## config.mk

```make
export PLATFORM = sky130hd
export DESIGN_NAME = fetch_stage_flat
export DESIGN_NICKNAME = d
export VERILOG_FILES = /design/src/rtl/fetch_stage_if.sv /design/src/rtl/fetch_stage.sv /design/src/flat_wrapper.sv
export SDC_FILE = /design/constraint.sdc
export NUM_CORES = 1
export LEC_CHECK = 0
export CAP_MARGIN = 5
export CORE_ASPECT_RATIO = 1.75
export CORE_MARGIN = 4
export CORE_UTILIZATION = 35
export CTS_BUF_LIST = sky130_fd_sc_hd__clkbuf_2 sky130_fd_sc_hd__clkbuf_4 sky130_fd_sc_hd__clkbuf_8
export DETAILED_ROUTE_END_ITERATION = 10
export PLACE_DENSITY_LB_ADDON = 0.08
export SETUP_SLACK_MARGIN = 0.15
export SLEW_MARGIN = 5
export SYNTH_ARGS = -nofsm -noshare
export SYNTH_HDL_FRONTEND = slang
export SYNTH_SLANG_ARGS = --single-unit
```

## constraint.sdc

```tcl
create_clock -name clk -period 4.9 [get_ports clk]
set_input_delay 0.49 -clock clk [delete_from_list [all_inputs] [get_ports clk]]
set_output_delay 0.49 -clock clk [all_outputs]
set_load 0.01 [all_outputs]
```

## src/rtl/fetch_stage_if.sv

```systemverilog
// fetch_stage_if: instruction-memory read port and decode-side valid/ready handshake
interface fetch_stage_if #(
    parameter int IMEM_AW = 8
);
    logic               imem_req;
    logic [IMEM_AW-1:0] imem_addr;
    logic [31:0]        imem_rdata;
    logic               out_valid;
    logic               out_ready;
    logic [31:0]        out_instr;
    logic [31:0]        out_pc_plus4;
    modport master (
        output imem_req, imem_addr, out_valid, out_instr, out_pc_plus4,
        input  imem_rdata, out_ready
    );
    modport slave (
        input  imem_req, imem_addr, out_valid, out_instr, out_pc_plus4,
        output imem_rdata, out_ready
    );
endinterface

```

## src/rtl/fetch_stage.sv

```systemverilog
// fetch_stage: PC owner, 1-cycle imem issue, 2-entry fetch queue, branch-redirect flush.
// Define FETCH_PERF_EN to add the fetch_count/flush_count performance counters.
module fetch_stage #(
    parameter logic [31:0] RESET_PC = 32'h0000_0000,
    parameter int          IMEM_AW  = 8
) (
    input  logic        clk,
    input  logic        rst,
    input  logic        redirect,
    input  logic [31:0] redirect_pc,
`ifdef FETCH_PERF_EN
    output logic [31:0] fetch_count,
    output logic [15:0] flush_count,
`endif
    fetch_stage_if.master bus
);
    logic [31:0] pc;
    logic [31:0] inflight_addr;
    logic        inflight;
    logic [31:0] q_instr [2];
    logic [31:0] q_pc4 [2];
    logic        head;
    logic        tail;
    logic [1:0]  count;
    logic [31:0] last_instr;
    logic [31:0] last_pc4;
    logic        pop;
    logic        push;
    logic        issue;
    logic [1:0]  occ;

    // occ is the queue occupancy after this cycle's pop, counting the slot reserved by inflight
    always_comb begin
        pop   = bus.out_valid && bus.out_ready;
        push  = inflight && !redirect;
        occ   = count + {1'b0, inflight} - {1'b0, pop};
        issue = !rst && !redirect && occ < 2'd2;
    end

    assign bus.imem_req     = issue;
    assign bus.imem_addr    = pc[IMEM_AW+1:2];
    assign bus.out_valid    = count != 2'd0;
    assign bus.out_instr    = bus.out_valid ? q_instr[head] : last_instr;
    assign bus.out_pc_plus4 = bus.out_valid ? q_pc4[head] : last_pc4;

    always_ff @(posedge clk) begin
        if (rst) begin
            pc            <= RESET_PC & 32'hFFFF_FFFC;
            inflight      <= 1'b0;
            inflight_addr <= '0;
            head          <= 1'b0;
            tail          <= 1'b0;
            count         <= 2'd0;
            last_instr    <= '0;
            last_pc4      <= '0;
        end else begin
            pc            <= redirect ? (redirect_pc & 32'hFFFF_FFFC) : issue ? pc + 32'd4 : pc;
            inflight      <= issue;
            inflight_addr <= issue ? pc : inflight_addr;
            head          <= redirect ? 1'b0 : head ^ pop;
            tail          <= redirect ? 1'b0 : tail ^ push;
            count         <= redirect ? 2'd0 : count + {1'b0, push} - {1'b0, pop};
            last_instr    <= bus.out_instr;
            last_pc4      <= bus.out_pc_plus4;
        end
    end

    // queue payload needs no reset: it is only visible while count is non-zero
    always_ff @(posedge clk) begin
        if (push) begin
            q_instr[tail] <= bus.imem_rdata;
            q_pc4[tail]   <= inflight_addr + 32'd4;
        end
    end

`ifdef FETCH_PERF_EN
    always_ff @(posedge clk) begin
        if (rst) begin
            fetch_count <= '0;
            flush_count <= '0;
        end else begin
            fetch_count <= fetch_count + {31'd0, pop && !redirect};
            flush_count <= flush_count + {15'd0, redirect};
        end
    end
`endif
endmodule

```

## src/flat_wrapper.sv

```systemverilog
// flat-port wrapper written by rule: the top's interface ports become plain ports
module fetch_stage_flat 
#(
    parameter logic [31:0] RESET_PC = 32'h0000_0000,
    parameter int          IMEM_AW  = 8
)
  (clk, rst, redirect, redirect_pc, bus_imem_req, bus_imem_addr, bus_out_valid, bus_out_instr, bus_out_pc_plus4, bus_imem_rdata, bus_out_ready);
  fetch_stage_if #(.IMEM_AW(IMEM_AW)) bus_i ();
  input  logic clk;
  input  logic rst;
  input  logic redirect;
  input  logic [31:0] redirect_pc;
  output wire logic [$bits(bus_i.imem_req)-1:0] bus_imem_req;
  output wire logic [$bits(bus_i.imem_addr)-1:0] bus_imem_addr;
  output wire logic [$bits(bus_i.out_valid)-1:0] bus_out_valid;
  output wire logic [$bits(bus_i.out_instr)-1:0] bus_out_instr;
  output wire logic [$bits(bus_i.out_pc_plus4)-1:0] bus_out_pc_plus4;
  input wire logic [$bits(bus_i.imem_rdata)-1:0] bus_imem_rdata;
  input wire logic [$bits(bus_i.out_ready)-1:0] bus_out_ready;
  assign bus_imem_req = bus_i.imem_req;
  assign bus_imem_addr = bus_i.imem_addr;
  assign bus_out_valid = bus_i.out_valid;
  assign bus_out_instr = bus_i.out_instr;
  assign bus_out_pc_plus4 = bus_i.out_pc_plus4;
  assign bus_i.imem_rdata = bus_imem_rdata;
  assign bus_i.out_ready = bus_out_ready;
  fetch_stage #(.RESET_PC(RESET_PC), .IMEM_AW(IMEM_AW)) u_core (.clk(clk), .rst(rst), .redirect(redirect), .redirect_pc(redirect_pc), .bus(bus_i));
endmodule
```

==> results.md <==
- Status: finished clean
- Final hold viol count: 0
- Slowest cell on crit path: clkdlybuf4s50_1
- Post-DP HPWL: 15.6 mm
- RSZ-0062 raised after global routing: no
- Total grt overflow: 0
- Area of the multi-input gates: 3750 um^2
- Fin. max-slew vios: 0
- Total number of vias: 7,166
- Final WL: 24.2 mm
- Fillers: 2,860
- Worst path cell trace: nor2_4, inv_1, and2_1, ha_1, and2b_1, xor2_2, buf_4, nand2_2, inv_1, clkdlybuf4s50_1
- Critical path class: flop to output pin
- Sequential cell area fraction in the yosys report: 0.607
- Area growth syn-to-layout: 24.1%
- Most used cell, CP: inv_1
- Pin count of the biggest net entering global routing: 129
- Cts hold-fix bufs: 0
- Delay of the slowest cell on the worst path: 0.56 ns
- Final setup vio count: 0
- Die area: 32,600 um^2
- Post-synth EDFFs: 124
- PD cells: 347 nW/um^2
- Routed length per placed instance: 16.2 um
- Synth top area cells: edfxtp_1 (36%), dfxtp_1 (25%), mux2i_1 (6.3%), nand2_1 (6.0%), and2_1 (4.6%)
- Worst hold path class: primary input to flop
- Clk_skew: 0.0276 ns
- Row cnt: 83
- First-pass GRT wire length: 38.5 mm
- Yosys top cell area share: 0.359
- Syn_nets: 1,025
- Worst Tran Pin Value: 1.20 ns
- Clock Tree Buf Depth: 3
- Element type at the critical path start: flop
- Resized Gates After CTS: 0
- Peak Freq: 0.283 GHz
- Crit path DAT: 3.04 ns
- DR pass1 iterations: 4
- Endpoint class of the critical path: output pin
- Synth warn: 0
- Number of global-route vias before repair: 7,008
- Maximum ir drop on the vdd rail: 158 uV
- Post-synth top area cell: edfxtp_1
- Synth async-reset ratio: 0
- TritonCTS clock tree: yes
- GRT Overall Usage: 0.146
- Flip-flop and latch area: 6310 um^2
- Leak pwr: 4.39 nW
- Clock latency on the worst-skew pair: 0.56 ns
- Mean post-synth cell area: 10.9 um^2
- Total power: 4.47 mW
- Max FO, Critical Path: 14
- Clock transition at path regs: 0.06 ns
- End-of-flow core utilization: 0.440
- Initial antenna violation count: 1
- Post-route ant nets: 0
- CTS HTree Levels: 2
- Max_slew headroom: 0.198
- Fin crit period: 3.53 ns
- Root Buffer: clkbuf_8
- Port Buf Inserts: 139
- #FFs+latches synth: 253
- Final TNS setup: 0 ns
- Ports: 142
- Top FF cell, synth: dfxtp_1
- Cells after synthesis: 950
- DRC viols: 0
- Yosys cell types: 47
- Die W: 138 um
- Starting Density: 0.355
- Core box area: 29,300 um^2
- Share of cells above drive strength 1: 0.0844
- GPL Wtd Cong: 0.768
- Synth Cell Area: 10,400 um^2
- Maxcap violations: 0
- Die Ht: 236 um
- Worst EP required: 4.41 ns
- Iter 0 DRT Violations: 263
- Final Cycle Share: 0.721
- Setup repair bufs after CTS: 0
- Most common cell in the netlist: nand2_1
- Top cells by count, synth: nand2_1 (167), dfxtp_1 (129), edfxtp_1 (124), and2_1 (76), mux2i_1 (65)
- Layout net count: 1,158
- CTS sink count: 253
- Cts bufs inserted: 40
- Via density: 4.79
[power breakdown]
group / leakage (nW) / internal [mW] / switching [mW]
clock: 0.432 / 0.998 / 0.825
combinational: 1.77 / 0.161 / 0.169
sequential: 2.18 / 2.27 / 0.0443
total: 4.39 / 3.43 / 1.04
[routing by layer]
metal	global-route usage	up-vias	wire [um]	part of all wire
met5	0	-	0	0
met4	0.0545	0	679	0.028
met3	0.0274	47	884	0.037
met2	0.273	141	12800	0.53
met1	0.163	3359	9780	0.40
li1	-	3619	-	-
[sequential cells by signal, indices dropped and copies added (netlist names)]
name and cells:
u_core.count 2, u_core.head 1, u_core.inflight 1, u_core.inflight_addr 30, u_core.last_instr 32, u_core.last_pc4 32
u_core.pc 30, u_core.q_instr 64, u_core.q_pc4 60, u_core.tail 1
[final cells by class]
type	count	share of cell area
diodes	1	0.000194
well taps	382	0.0371
clock inverters	12	0.00689
inverters	17	0.00495
clock buffers	61	0.0559
multi-input cells	620	0.291
repair buffers	151	0.115
flip-flops and latches	253	0.489
[layout by cell type, fill, tap and decap left out, types with 2 or more instances in the layout]
cell,instances
dfxtp_1,128
and3_1,8
nand3_1,26
clkinv_2,3
nand2_1,167
ha_1,5
nor2_1,29
ha_2,2
o221ai_1,3
clkinv_1,6
nor4_1,2
clkbuf_4,19
buf_4,12
o211ai_1,4
clkdlybuf4s50_1,138
o22ai_1,3
edfxtp_1,124
or4_1,5
nand3b_1,2
mux2i_1,65
inv_1,15
and4_1,6
inv_6,2
o21ai_0,63
xnor2_1,19
xor2_1,18
nor4_4,2
nor3_1,9
o311ai_0,6
a31oi_1,20
clkbuf_8,42
a211o_1,2
or3_1,9
a211oi_1,3
and2_1,76
a21oi_1,34
nand4_1,17
[metrics by stage]
| step | hold WS [ns] | instance area [um^2] | setup slack, ns | std cells |
|---|---|---|---|---|
| 3_3_place_gp | 0.447 | 12100 | 1.60 | 1423 |
| 2_1_floorplan | 0.436 | 10400 | 1.69 | 950 |
| 3_5_place_dp | 0.461 | 12100 | 1.60 | 1423 |
| 6_report | 0.396 | 12900 | 1.37 | 1497 |
| 4_1_cts | 0.365 | 12900 | 1.29 | 1496 |
| 5_1_grt | 0.409 | 12900 | 1.14 | 1497 |
[final timing paths]
kind	startpoint	endpoint	slack [ns]	cells after the start
setup reg to reg	u_core.count[1]	u_core.pc[13]	1.97	11
setup / recovery	u_core.count[1]	bus_imem_req	1.37	10
hold reg to reg	u_core.inflight_addr[28]	u_core.inflight_addr[28]	0.46	2
hold / removal	rst	u_core.count[0]	0.40	3
[logic make-up after synthesis]
family | after synthesis | synth area share
xor+xnor | 39 | 0.0343
flops | 253 | 0.607
simple gates | 364 | 0.174
fa+ha+maj | 7 | 0.00843
buf+inv | 77 | 0.0328
compound gates | 144 | 0.0799
mux | 66 | 0.0637
[critical path: cells and delay by family (launching register included)]
kind                       cells  cell delay, ns
DFF                            1            0.45
adders and majority gates      1            0.25
and+or+nand+nor                4            0.60
xor gates and xnor gates       1            0.15
buffers and inverters          4            1.02
(Power assumes the default switching activity.)
